[config.mk]
export PLATFORM = sky130hd
export DESIGN_NAME = ksa_sum_stage
export DESIGN_NICKNAME = d
export VERILOG_FILES = /design/src/rtl/ksa_sum_stage.sv
export SDC_FILE = /design/constraint.sdc
export NUM_CORES = 1
export LEC_CHECK = 0
export CAP_MARGIN = 0
export CORE_ASPECT_RATIO = 0.75
export CORE_UTILIZATION = 44
export DETAILED_ROUTE_END_ITERATION = 7
export PLACE_DENSITY = 0.83
export SLEW_MARGIN = 20
export SYNTH_ARGS = -nofsm -noshare
export SYNTH_HDL_FRONTEND = slang
export SYNTH_SLANG_ARGS = --single-unit
[constraint.sdc]
create_clock -name clk -period 1.9 [get_ports clk]
set_input_delay 0.285 -clock clk [delete_from_list [all_inputs] [get_ports clk]]
set_output_delay 0.285 -clock clk [all_outputs]
set_load 0.1 [all_outputs]
[src/rtl/ksa_sum_stage.sv]
// Kogge-Stone sum stage: forms sum/cout/flags from final group generates and bit propagates.
// Latency: 1 cycle (result visible after the accepting edge); 1 result/cycle sustained.
// Backpressure: 2-entry skid buffer, in_ready is a flop so out_ready never reaches it combinationally.
//
// Ports:
//   clk, rst_n            rising-edge clock, synchronous active-low reset
//   g_grp[31:0]           group generate G[i:0] (carry-in already folded into bit 0)
//   p_bit[31:0]           bitwise propagate a^b
//   cin                   carry into bit 0
//   in_valid / in_ready   input handshake
//   sum, cout, ovf, zero  registered result word
//   out_valid / out_ready output handshake
//
// Build option: define KSA_SUM_FLAGS_EN to compute and store ovf/zero; otherwise they read 0.

module ksa_sum_stage #(
   parameter int WIDTH = 32
) (
   input  logic             clk,
   input  logic             rst_n,
   input  logic [WIDTH-1:0] g_grp,
   input  logic [WIDTH-1:0] p_bit,
   input  logic             cin,
   input  logic             in_valid,
   output logic             in_ready,
   output logic [WIDTH-1:0] sum,
   output logic             cout,
   output logic             ovf,
   output logic             zero,
   output logic             out_valid,
   input  logic             out_ready
);

`ifdef KSA_SUM_FLAGS_EN
   typedef struct packed {
      logic [WIDTH-1:0] sum;
      logic             cout;
      logic             ovf;
      logic             zero;
   } res_t;
`else
   typedef struct packed {
      logic [WIDTH-1:0] sum;
      logic             cout;
   } res_t;
`endif

   typedef enum logic [1:0] {
      EMPTY = 2'd0,
      ONE   = 2'd1,
      FULL  = 2'd2
   } state_t;

   state_t           state_q, state_d;
   res_t             main_q, skid_q, res_in;
   logic             in_ready_q;
   logic             in_xfer, out_xfer;
   logic             load_main, load_skid, shift_skid;
   logic [WIDTH-1:0] carry;

   // Carry into bit i is the group generate of everything below it; bit 0 takes cin.
   assign carry = {g_grp[WIDTH-2:0], cin};

   always_comb begin
      res_in      = '0;
      res_in.sum  = p_bit ^ carry;
      res_in.cout = g_grp[WIDTH-1];
`ifdef KSA_SUM_FLAGS_EN
      // Signed overflow: carry into MSB differs from carry out of MSB.
      res_in.ovf  = g_grp[WIDTH-2] ^ g_grp[WIDTH-1];
      res_in.zero = ~|(p_bit ^ carry);
`endif
   end

   assign in_xfer  = in_valid & in_ready_q;
   assign out_xfer = out_valid & out_ready;

   // Next-state and datapath steering.
   always_comb begin
      state_d    = state_q;
      load_main  = 1'b0;
      load_skid  = 1'b0;
      shift_skid = 1'b0;
      case (state_q)
         EMPTY: begin
            if (in_xfer) begin
               load_main = 1'b1;
               state_d   = ONE;
            end
         end
         ONE: begin
            if (in_xfer && out_xfer) begin
               load_main = 1'b1;
            end else if (in_xfer) begin
               load_skid = 1'b1;
               state_d   = FULL;
            end else if (out_xfer) begin
               state_d   = EMPTY;
            end
         end
         FULL: begin
            // in_ready is low here, so only the drain side can move.
            if (out_xfer) begin
               shift_skid = 1'b1;
               state_d    = ONE;
            end
         end
         default: state_d = EMPTY;
      endcase
   end

   always_ff @(posedge clk) begin
      if (!rst_n) begin
         state_q    <= EMPTY;
         main_q     <= '0;
         skid_q     <= '0;
         in_ready_q <= 1'b0;
      end else begin
         state_q    <= state_d;
         // Ready is precomputed from next state so it is a pure flop output.
         in_ready_q <= (state_d != FULL);
         if (load_main) begin
            main_q <= res_in;
         end else if (shift_skid) begin
            main_q <= skid_q;
         end
         if (load_skid) begin
            skid_q <= res_in;
         end
      end
   end

   assign in_ready  = in_ready_q;
   assign out_valid = (state_q != EMPTY);
   assign sum       = main_q.sum;
   assign cout      = main_q.cout;
`ifdef KSA_SUM_FLAGS_EN
   assign ovf       = main_q.ovf;
   assign zero      = main_q.zero;
`else
   assign ovf       = 1'b0;
   assign zero      = 1'b0;
`endif

endmodule

## Word-level counts from Yosys, hierarchy flattened

Index checks and enable logic that the tools add are counted.

| word-level totals | value |
|---|---|
| register bits after elaboration | 69 |
| output and inout port bits | 37 |

| operators by class | value |
|---|---|
| reductions and logical operators | 4 |
| mux-type cells | 15 |
| bitwise operators | 3 |
| equal/unequal tests | 3 |

Operators with widths:

| operator | count |
|---|---|
| 33-bit 2-to-1 mux | 2 |
| 32-bit XOR | 1 |
| 2-bit 2-to-1 mux | 5 |
| 1-bit 2-to-1 mux | 6 |
| 2-bit case mux with 3 select lines | 1 |
| 2-bit nonzero test | 2 |
| 1-bit bitwise AND | 2 |
| 2-bit by 1-bit == test with 1-bit output (second input constant) | 1 |
| 2-bit == test (second input constant) | 1 |
| 2-bit logical NOT | 1 |
| 2-bit != test (second input constant) | 1 |
| 1-bit case mux with 2 select lines | 1 |
| 1-bit logical AND | 1 |

## Logic depth before layout (Yosys ltp)

| logic depth | value |
|---|---|
| depth in word-level cells | 7 |
| mapped depth | 7 |
| gate-level depth less buffers | 4 |

## Least setup slack after synthesis

Ideal clock, no wire load.

| timing path | value |
|---|---|
| path kind | reg-to-reg |
| from | register in_ready_q (netlist: in_ready) |
| to | register skid_q[10] (netlist name) |
| cell stages (with the launch flop) | 5 |
| path slack | -0.060 ns |
| buffers on the path | 1 |
| period minus slack after synthesis | 1.960 ns |
| required time | 1.784 ns |
| setup time | 0.116 ns |
| arrival time | 1.844 ns |
| cell sequence | dfxtp_1 nand3b_4 clkbuf_1 or3_1 o211a_1 |

| between the ends | value |
|---|---|
| word-level cells in the longest chain between the ends | 4 |

RTL lines:

| element | RTL line | text |
|---|---|---|
| start: declaration | 56 | `logic in_ready_q;` |
| start signal: assignment | 121 | `in_ready_q <= (state_d != FULL);` |
| 1-bit bitwise AND (*) | 75 | `assign in_xfer = in_valid & in_ready_q;` |
| 1-bit 2-to-1 mux or 1-bit logical AND (tied branches) | 94, 92 |  |
| 1-bit 2-to-1 mux (*) | 92 | `if (in_xfer && out_xfer) begin` |
| 1-bit 2-to-1 mux (*) | 84 | `case (state_q)` |
| end signal: assignment | 128 | `skid_q <= res_in;` |
| end: declaration | 55 | `res_t main_q, skid_q, res_in;` |

Every way passes the cells marked *; elsewhere a longest branch is shown, timed or not.
A chain may end at the register's enable or synchronous reset.

## Final worst setup path

| timing path | value |
|---|---|
| from | register state_q[1] |
| to | register main_q, in the netlist sum[12] |

| between the ends | value |
|---|---|
| word-level cells in the longest chain between the ends | 6 |

RTL lines:

| element | RTL line | text |
|---|---|---|
| start: declaration | 54 | `state_t state_q, state_d;` |
| start signal: assignment | 119 | `state_q <= state_d;` |
| 2-bit nonzero test | 134 | `assign out_valid = (state_q != EMPTY);` |
| 1-bit bitwise AND | 76 | `assign out_xfer = out_valid & out_ready;` |
| 1-bit logical AND | 92 |  |
| 1-bit 2-to-1 mux | 92 |  |
| 1-bit case mux with 2 select lines | 84 |  |
| 33-bit 2-to-1 mux or 2-bit nonzero test (tied branches) | n/a |  |
| end signal: assignment | 123 | `main_q <= res_in;` |
| end signal: assignment | 125 | `main_q <= skid_q;` |
| end: declaration | 55 |  |

Several ways; a longest one is shown, not always the timed one.

==> flow_summary.ini <==
[run_status]
status = finished clean

[worst_setup_path]
r2r-start = state_q[1]$_SDFF_PN0_
worst_setup_path_end_kind = flop
regToRegSetupSlack_ps = 390
cp.arrival_ps = 1750
crit_type = reg2reg
cp-endpoint = sum[12]$_SDFFE_PN0P_
r2r.worst_path.cells = 5
critPathMaxFanout = 14
worstSetupStartpointType = flop
r2r_end = sum[12]$_SDFFE_PN0P_
startpoint = state_q[1]$_SDFF_PN0_
worst_ep_required_time_ps = 2140

[detailed_routing]
via_per_inst = 5.24
via_count = 2660
ant_nets = 0
drtIter0Drc = 119
firstDrtPassIters = 4
wire_per_inst_um = 14.0
routed_wl_um = 7130
drcViolationCount = 0

[pwr]
vdd_drop_max_mv = 0.416
combPwrFrac_pct = 23.1
power.share.switching_pct = 30.0
switchingPower_mw = 1.14
p_clk_share_pct = 36.1
p_int_mw = 2.65
power_leakage_nw = 2.08
seqPwrFrac_pct = 40.8
power.density_nw_per_um2 = 856

[cells_and_area]
diodes = 0
area_growth_pct = 42.7
drive_above_1_share_pct = 16.7
final_cell_mix = dfxtp_1, clkdlybuf4s50_1, nand2_1, buf_4, o211a_1
final-seq-area_um2 = 1380
nNetsFinal = 488
final_common_cell = dfxtp_1
fillCellCount = 551
finalNonFillerCells = 508
multi_input_area_um2 = 1580

[logic_synthesis]
syn_area_um2 = 3100
synth_ff_type = dfxtp_1
synth_edf_count = 0
syn_inst = 316
synthArstFlopShare_pct = 0
yosysUniqueCellTypes = 30
yosys_warnings = 0
syn_avg_cell_area_um2 = 9.80
ys_seq_elements = 69
yosysSeqAreaShare_pct = 44.6

[timing]
fin_crit_ps = 1510
tns_ps = 0
rsz0062_at_grt = no
fmaxAchievable_ghz = 0.661
hold_viol_final = 0
setup_viol = 0
min_period_over_period_pct = 79.6
finalClockSkew_ps = 7.94
drv_slew = 0

[cts]
clk_pin_slew_ps = 70
clockBufferDepth = 2
cts_sinks = 69
htree_levels = 3
cts_resized = 0
cts_hold_buf = 0
cts_buffers = 9
cts_tree = done
clkLatencyLatePin_ps = 340
postCtsSetupRepairBufs = 0
cts-root-buf = clkbuf_8

[place]
place.gp.congestion = 0.741
dp.cells = 492
io_buffers = 103
dp_hpwl_um = 5200

[global_route]
grtUsageMet1_pct = 25.9
grt_pass1_wl_um = 11400
busiest_layer = met2
gr-usage-met3_pct = 5.57
grt_pass1_vias = 2457
grt_start_max_net_pins = 31
met2_usage_pct = 33.1
grt-ovfl-total = 0
grt.total_usage_pct = 20.2
grt_antenna_before_repair = 0

[min_path]
holdCritPathClass = in2reg
min-delay-start = rst_n

[run]
drv_cap = 0

[floorplanning]
die-area_um2 = 7380
die_w_um = 98.9
core_um2 = 6800
die_h_um = 74.7
initial_core_util_pct = 45.5
io_pins = 106
row_count = 26
[area by class of cell]
cell class	count	area share (%)
multi-input cells	222	35.7
flip-flops and latches	69	31.3
repair buffers	117	25.3
clock buffers	11	3.43
well taps	84	2.38
clock inverters	5	1.87
[state kept, by name (all words and copies together) (netlist names)]
register	flops
cout	1
state_q	2
skid_q	33
in_ready	1
sum	32
[per-stage QoR]
step	instance area [µm²]	util [%]	hold WS [ps]	power (mW)	worst slack, ps
3_3_place_gp	4190	61.6	444	2.44	63.8
4_1_cts	4420	65.0	360	3.81	369
5_1_grt	4420	65.0	372	3.93	244
6_report	4420	65.0	371	3.78	388
3_5_place_dp	4190	61.6	450	2.45	36.8
2_1_floorplan	3100	-	431	2.15	295
[routing by layer]
metal,share of wire [%],wire (µm)
met4,1.1,78
met3,5.2,370
met1,46,3310
met2,47,3360
met5,0,0
[worst max-delay path: stages, from the launching register on]
cell and delay, ps:
dfxtp_1 440, and3b_1 300, buf_4 250, mux2i_1 200
nand2_1 60, and3_1 150
[how the worst min path moves through the flow]
stage,endpoint,slack (ps),cells past startpoint
floorplan,in_ready$_SDFF_PN0_,430,2
global placement,sum[2]$_SDFFE_PN0P_,440,2
detailed placement,sum[5]$_SDFFE_PN0P_,450,2
CTS,skid_q[16]$_SDFFE_PN0P_,360,2
global route,skid_q[11]$_SDFFE_PN0P_,370,2
finish,skid_q[11]$_SDFFE_PN0P_,370,2
[synthesized netlist by cell type, types with 6 or more instances]
library cell | number | area [µm²]
o211a_1 | 32 | 320
buf_2 | 11 | 55.1
a21boi_0 | 18 | 135
a22oi_1 | 12 | 90.1
or3_1 | 12 | 75.1
a2bb2oi_1 | 17 | 149
dfxtp_1 | 69 | 1380
a21boi_1 | 11 | 82.6
mux2i_1 | 6 | 60.1
nand2_1 | 57 | 214
clkbuf_1 | 9 | 33.8
xnor2_1 | 20 | 175
xor2_1 | 12 | 105
[power by group through the flow]
stage	Sequential (mW)	Clock [mW]	Combinational, mW
after floorplan	1.88	0	0.271
after global placement	1.57	0	0.868
after detailed placement	1.57	0	0.878
after CTS	1.54	1.39	0.879
after global routing	1.55	1.46	0.920
final	1.54	1.37	0.875
[cells by family after synthesis]
family                    synth area share (%)
buffers and inverters                     4.69
muxes                                     1.94
xor gates and xnor gates                  9.05
and+or+nand+nor                           13.4
AOI/OAI and AO/OA                         26.2
other                                    0.121
DFF                                       44.6
Note: power is estimated with default switching activity, not from simulation.
